===== src/rtl/muldiv_seq.sv =====
// muldiv_seq: multi-cycle RV32M multiply/divide sequencer for the EX stage.
// One operation at a time: 32 iterations of shift-add multiply or restoring
// divide on operand magnitudes, then a sign-fix cycle, then a one-cycle
// valid pulse with the registered result.
//
// Ports:
//   clk     in   clock, all state on rising edge
//   rst_n   in   asynchronous active-low reset
//   start   in   EX holds an M-extension op this cycle
//   funct3  in   000 MUL 001 MULH 010 MULHSU 011 MULHU 100 DIV 101 DIVU 110 REM 111 REMU
//   src_a   in   rs1 operand
//   src_b   in   rs2 operand
//   flush   in   kill the in-flight or starting op
//   stall   out  freeze IF/ID/EX (combinational)
//   valid   out  result valid, one-cycle pulse (registered)
//   result  out  registered result
module muldiv_seq #(
  parameter int unsigned XLEN = 32
) (
  input  logic            clk,
  input  logic            rst_n,
  input  logic            start,
  input  logic [2:0]      funct3,
  input  logic [XLEN-1:0] src_a,
  input  logic [XLEN-1:0] src_b,
  input  logic            flush,
  output logic            stall,
  output logic            valid,
  output logic [XLEN-1:0] result
);

  typedef enum logic [1:0] {IDLE, CALC, FIX, DONE} state_t;

  localparam logic [XLEN-1:0] MIN_NEG = {1'b1, {(XLEN-1){1'b0}}};

  state_t              state, state_next;
  logic [4:0]          cnt;
  logic [2:0]          op;
  logic                sgn_a, sgn_b;
  logic [XLEN-1:0]     opnd;      // multiplicand (mul) or divisor (div)
  logic [2*XLEN-1:0]   acc;       // product hi:lo (mul) or remainder:dividend (div)

  logic                accept;
  logic                a_signed, b_signed, in_sgn_a, in_sgn_b;
  logic [XLEN-1:0]     mag_a, mag_b;
  logic                b_zero, ovf, special;
  logic [XLEN-1:0]     special_val;
  logic [XLEN:0]       mul_sum, rem_sh, trial;
  logic [2*XLEN-1:0]   acc_step, prod;
  logic [XLEN-1:0]     quot, rem, fix_val;

  // Operand capture, special cases and the per-iteration datapath.
  always_comb begin
    a_signed = (funct3 == 3'b001) || (funct3 == 3'b010) ||
               (funct3 == 3'b100) || (funct3 == 3'b110);
    b_signed = (funct3 == 3'b001) || (funct3 == 3'b100) || (funct3 == 3'b110);
    in_sgn_a = a_signed && src_a[XLEN-1];
    in_sgn_b = b_signed && src_b[XLEN-1];
    mag_a    = in_sgn_a ? -src_a : src_a;
    mag_b    = in_sgn_b ? -src_b : src_b;

    b_zero  = (src_b == '0);
    ovf     = (src_a == MIN_NEG) && (src_b == '1) && !funct3[0];
    special = funct3[2] && (b_zero || ovf);
    if (b_zero) special_val = funct3[1] ? src_a : '1;
    else        special_val = funct3[1] ? '0 : MIN_NEG;

    // Multiply: add multiplicand into the high half when the current
    // multiplier bit (acc LSB) is set, then shift the whole thing right.
    mul_sum = {1'b0, acc[2*XLEN-1:XLEN]} + (acc[0] ? {1'b0, opnd} : '0);
    // Divide: shifted partial remainder, trial-subtract the divisor.
    rem_sh  = acc[2*XLEN-1:XLEN-1];
    trial   = rem_sh - {1'b0, opnd};

    if (!op[2])          acc_step = {mul_sum, acc[XLEN-1:1]};
    else if (!trial[XLEN]) acc_step = {trial[XLEN-1:0], acc[XLEN-2:0], 1'b1};
    else                 acc_step = {acc[2*XLEN-2:0], 1'b0};

    prod = (sgn_a ^ sgn_b) ? -acc : acc;
    quot = acc[XLEN-1:0];
    rem  = acc[2*XLEN-1:XLEN];
    if (op[2]) begin
      if (op[1]) fix_val = sgn_a ? -rem : rem;
      else       fix_val = (sgn_a ^ sgn_b) ? -quot : quot;
    end else begin
      fix_val = (op == 3'b000) ? prod[XLEN-1:0] : prod[2*XLEN-1:XLEN];
    end
  end

  always_ff @(posedge clk or negedge rst_n) begin
    if (!rst_n) state <= IDLE;
    else        state <= state_next;
  end

  always_comb begin
    state_next = state;
    accept     = 1'b0;
    stall      = 1'b0;
    case (state)
      IDLE: if (start && !flush) begin
        accept     = 1'b1;
        stall      = 1'b1;
        state_next = special ? DONE : CALC;
      end
      CALC: begin
        stall = 1'b1;
        if (cnt == 5'd0) state_next = FIX;
      end
      FIX: begin
        stall      = 1'b1;
        state_next = DONE;
      end
      DONE:    state_next = IDLE;
      default: state_next = IDLE;
    endcase
    if (flush) state_next = IDLE;
  end

  always_ff @(posedge clk or negedge rst_n) begin
    if (!rst_n) begin
      cnt    <= 5'd0;
      op     <= 3'b000;
      sgn_a  <= 1'b0;
      sgn_b  <= 1'b0;
      opnd   <= '0;
      acc    <= '0;
      result <= '0;
      valid  <= 1'b0;
    end else begin
      valid <= (state_next == DONE);
      if (flush) begin
        cnt <= 5'd0;
      end else begin
        case (state)
          IDLE: if (accept) begin
            op    <= funct3;
            sgn_a <= in_sgn_a;
            sgn_b <= in_sgn_b;
            cnt   <= 5'd31;
            opnd  <= funct3[2] ? mag_b : mag_a;
            acc   <= {{XLEN{1'b0}}, (funct3[2] ? mag_a : mag_b)};
            if (special) result <= special_val;
          end
          CALC: begin
            acc <= acc_step;
            cnt <= cnt - 5'd1;
          end
          FIX:     result <= fix_val;
          default: ;
        endcase
      end
    end
  end

endmodule


===== config.mk =====
export PLATFORM = sky130hd
export DESIGN_NAME = muldiv_seq
export DESIGN_NICKNAME = d
export VERILOG_FILES = /design/src/rtl/muldiv_seq.sv
export SDC_FILE = /design/constraint.sdc
export NUM_CORES = 1
export LEC_CHECK = 0
export CORE_UTILIZATION = 50
export CTS_CLUSTER_DIAMETER = 30
export DETAILED_ROUTE_END_ITERATION = 10
export PLACE_DENSITY = 0.67
export RECOVER_POWER = 50
export SLEW_MARGIN = 30
export SYNTH_ARGS = -nofsm -noshare
export SYNTH_HDL_FRONTEND = slang
export SYNTH_SLANG_ARGS = --single-unit
export TNS_END_PERCENT = 100

===== constraint.sdc =====
create_clock -name clk -period 4.8 [get_ports clk]
set_input_delay 0.96 -clock clk [delete_from_list [all_inputs] [get_ports clk]]
set_output_delay 0.96 -clock clk [all_outputs]
set_load 0.005 [all_outputs]

==> impl_metrics.ini <==
[placed_design]
hpwl_um = 46000
dp_slack_ns = 0.409
placed_area_um2 = 16700
dp_cells = 2480
gp_congestion = 0.990
port_buffers = 104

[synthesis]
syn_avg_cell_area_um2 = 7.34
yosys_register_bits = 141
yosysSeqAreaShare_pct = 23.0
synth-edff-count = 0
synth_area_leaders = dfrtp_1, o21ai_0, ha_1, xnor2_1, nor2_1
netlist_area_um2 = 15300
ys_warn_count = 0
synth_cell_types = 81
synth_area_leader_cell = dfrtp_1
synth_ff_type = dfrtp_1
yosysTopAreaCellShare_pct = 23.0
synthCells = 2088
synth_nets = 2236
synthArstFlopShare_pct = 100

[timing]
rsz0062_at_grt = false
fin_hold_ws_ns = 0.486
tightest_slew_ns = 2.20
clock_skew_ns = 0.0180
setup_viol = 0
min_period_ns = 4.23
fin_ws_ns = 0.573
fmax_ghz = 0.237
drv_slew = 146
final_hold_viol_count = 0
tns_ns = 0
slew_headroom_pct = -46.8
fin_crit_sh_pct = 88.1

[clock_tree]
cts_sinks = 141
cts_resized = 0
cts_setup_buffers = 0
cts_buffers = 17
clockRootBuffer = clkbuf_16
cts_hold_repair.buffers = 0
clockBufferDepth = 2
cts_tree = built
cts_htree_levels = 4
clock_latency_ns = 0.46
clk_pin_slew_ns = 0.08

[worst_setup_path]
crit_path_start_kind = flip-flop
crit_start = opnd[25]$_DFFE_PN0P_
cp_slowest_stage_delay_ns = 0.58
cp_max_fo = 12
r2r-start = opnd[25]$_DFFE_PN0P_
cpMostUsedCell = o21ai_0
worstPathArrival_ns = 4.52
cp_slowest_cell = o41ai_1
crit_path_end_kind = flip-flop
critPathKind = flip-flop to flip-flop
reg2reg_slack_ns = 0.57
path_cells = inv_1 > ha_1 > a21oi_1 > nor2_1 > o41ai_1 > o21ai_0 > a41o_1 > o21a_1 > nor2_2 > buf_4 > mux2i_1 > o21ai_0
crit_required_ns = 5.09

[routing]
via_count = 16474
drcViolationCount = 0
wl_per_cell_um = 23.9
ant_nets = 0
routed_wirelength_um = 60000
routed_via_density = 6.56
drt_pass1_iterations = 6
drtIter0Drc = 2276

[min_path]
hp-class = flip-flop to flip-flop
hp-start = opnd[5]$_DFFE_PN0P_

[cells_and_area]
final_common_cell = nor2_1
fin_cells = 2512
seqCellArea_um2 = 3530
design_area_um2 = 17300
finish.utilization_pct = 57.8
nNetsFinal = 2257
syn2layout_area_growth_pct = 12.6
multi_input_area_um2 = 10900
final_cell_mix = nor2_1, nand2_1, o21ai_0, a21oi_1, dfrtp_1
num_antenna_cells = 0
drive_above_1_share_pct = 6.55
fillers = 2865

[pwr]
ir_worst_vdd_mv = 0.369
p_per_area_nw_per_um2 = 842
fin_total_pwr_mw = 14.5
power.static_leakage_nw = 7.17

[die]
die_h_um = 177
core_um2 = 29900
die-area_um2 = 31300
io-pin-count = 105
die_x_um = 177
start_util_pct = 51.3
rows = 63

[global_routing]
grt_use_total_pct = 38.7
grt_pass1_wl_um = 91100
grt_max_degree = 98
gr-total-overflow = 0
grt_antenna_before_repair = 1
grt_pass1_vias = 15280

[run_status]
outcome = complete, but fails checks
violations = max-capacitance violations, max-slew violations

[flow_run]
max-cap-violations = 3
==> path summary, 6_finish.rpt <==
| check | to | cells past startpoint |
|---|---|---|
| setup reg to reg | acc[39]$_DFFE_PN0P_ | 12 |
| hold / removal | opnd[5]$_DFFE_PN0P_ | 2 |
| max in group asynchronous | result[8]$_DFFE_PN0P_ | 2 |
| min in group asynchronous | acc[45]$_DFFE_PN0P_ | 1 |
| hold reg to reg | opnd[5]$_DFFE_PN0P_ | 2 |
| setup / recovery | acc[39]$_DFFE_PN0P_ | 12 |
==> Yosys cell counts (12+ instances only) <==
master and n:
a211oi_1 37, mux2_2 29, clkbuf_1 124, o21ai_0 195, nor3_1 57, xnor2_1 107
o41ai_1 12, a21oi_1 180, ha_1 75, buf_1 12, and3_1 13, a22oi_1 17
nand2_1 200, inv_1 70, o31ai_1 22, nor2_1 245, nand2b_1 27, dfrtp_1 141
a21o_1 30, nand4_1 16, or3_1 27, a31oi_1 35, buf_2 12, nand3_1 48
mux2i_1 39, xor2_1 86, nor4_1 21, o211ai_1 28
==> flip-flops by register name, indices dropped and copies added, names as in the netlist <==
name    cells
opnd       32
valid       1
sgn_a       1
sgn_b       1
acc        64
cnt         5
result     32
state       2
op          3
==> per-layer routing <==
| metal | global-route usage [%] | up-vias | routed length [µm] |
|---|---|---|---|
| met5 | 0.481 | - | 0 |
| met4 | 20.0 | 0 | 3270 |
| met3 | 8.68 | 174 | 6250 |
| met2 | 56.4 | 944 | 25200 |
| met1 | 53.1 | 7750 | 25300 |
| li1 | - | 7606 | - |
==> power by group <==
group	leakage (nW)	switching, mW	internal, mW
clock network	0.295	0.702	0.753
registers	1.77	0.997	1.74
logic	5.10	6.40	3.94
total	7.17	8.10	6.43
==> cell families after synthesis <==
family                     count (synthesis)  share of synthesized area, %
AOI/OAI and AO/OA                        673                          27.5
muxes                                     68                          4.68
DFF                                      141                          23.0
xor gates and xnor gates                 193                          11.0
adders and majority gates                 77                          6.39
and+or+nand+nor                          711                          21.6
buffers and inverters                    225                          5.76
==> critical path: cells and delay by family, from the launching register on <==
kind	cells	cell delay [ns]
DFF	1	0.53
muxes	1	0.29
AOI/OAI and AO/OA	6	1.81
adders and majority gates	1	0.39
and+or+nand+nor	2	0.54
buffers and inverters	2	0.48
==> area by class of cell <==
class | count | share of cell area (%)
Clock buffer | 17 | 2.47
Tap cell | 390 | 2.83
Clock inverter | 15 | 1.12
Timing Repair Buffer | 154 | 8.18
Sequential cell | 141 | 20.5
Inverter | 73 | 1.59
Multi-Input combinational cell | 1722 | 63.4
Note: power is estimated with default switching activity, not from simulation.
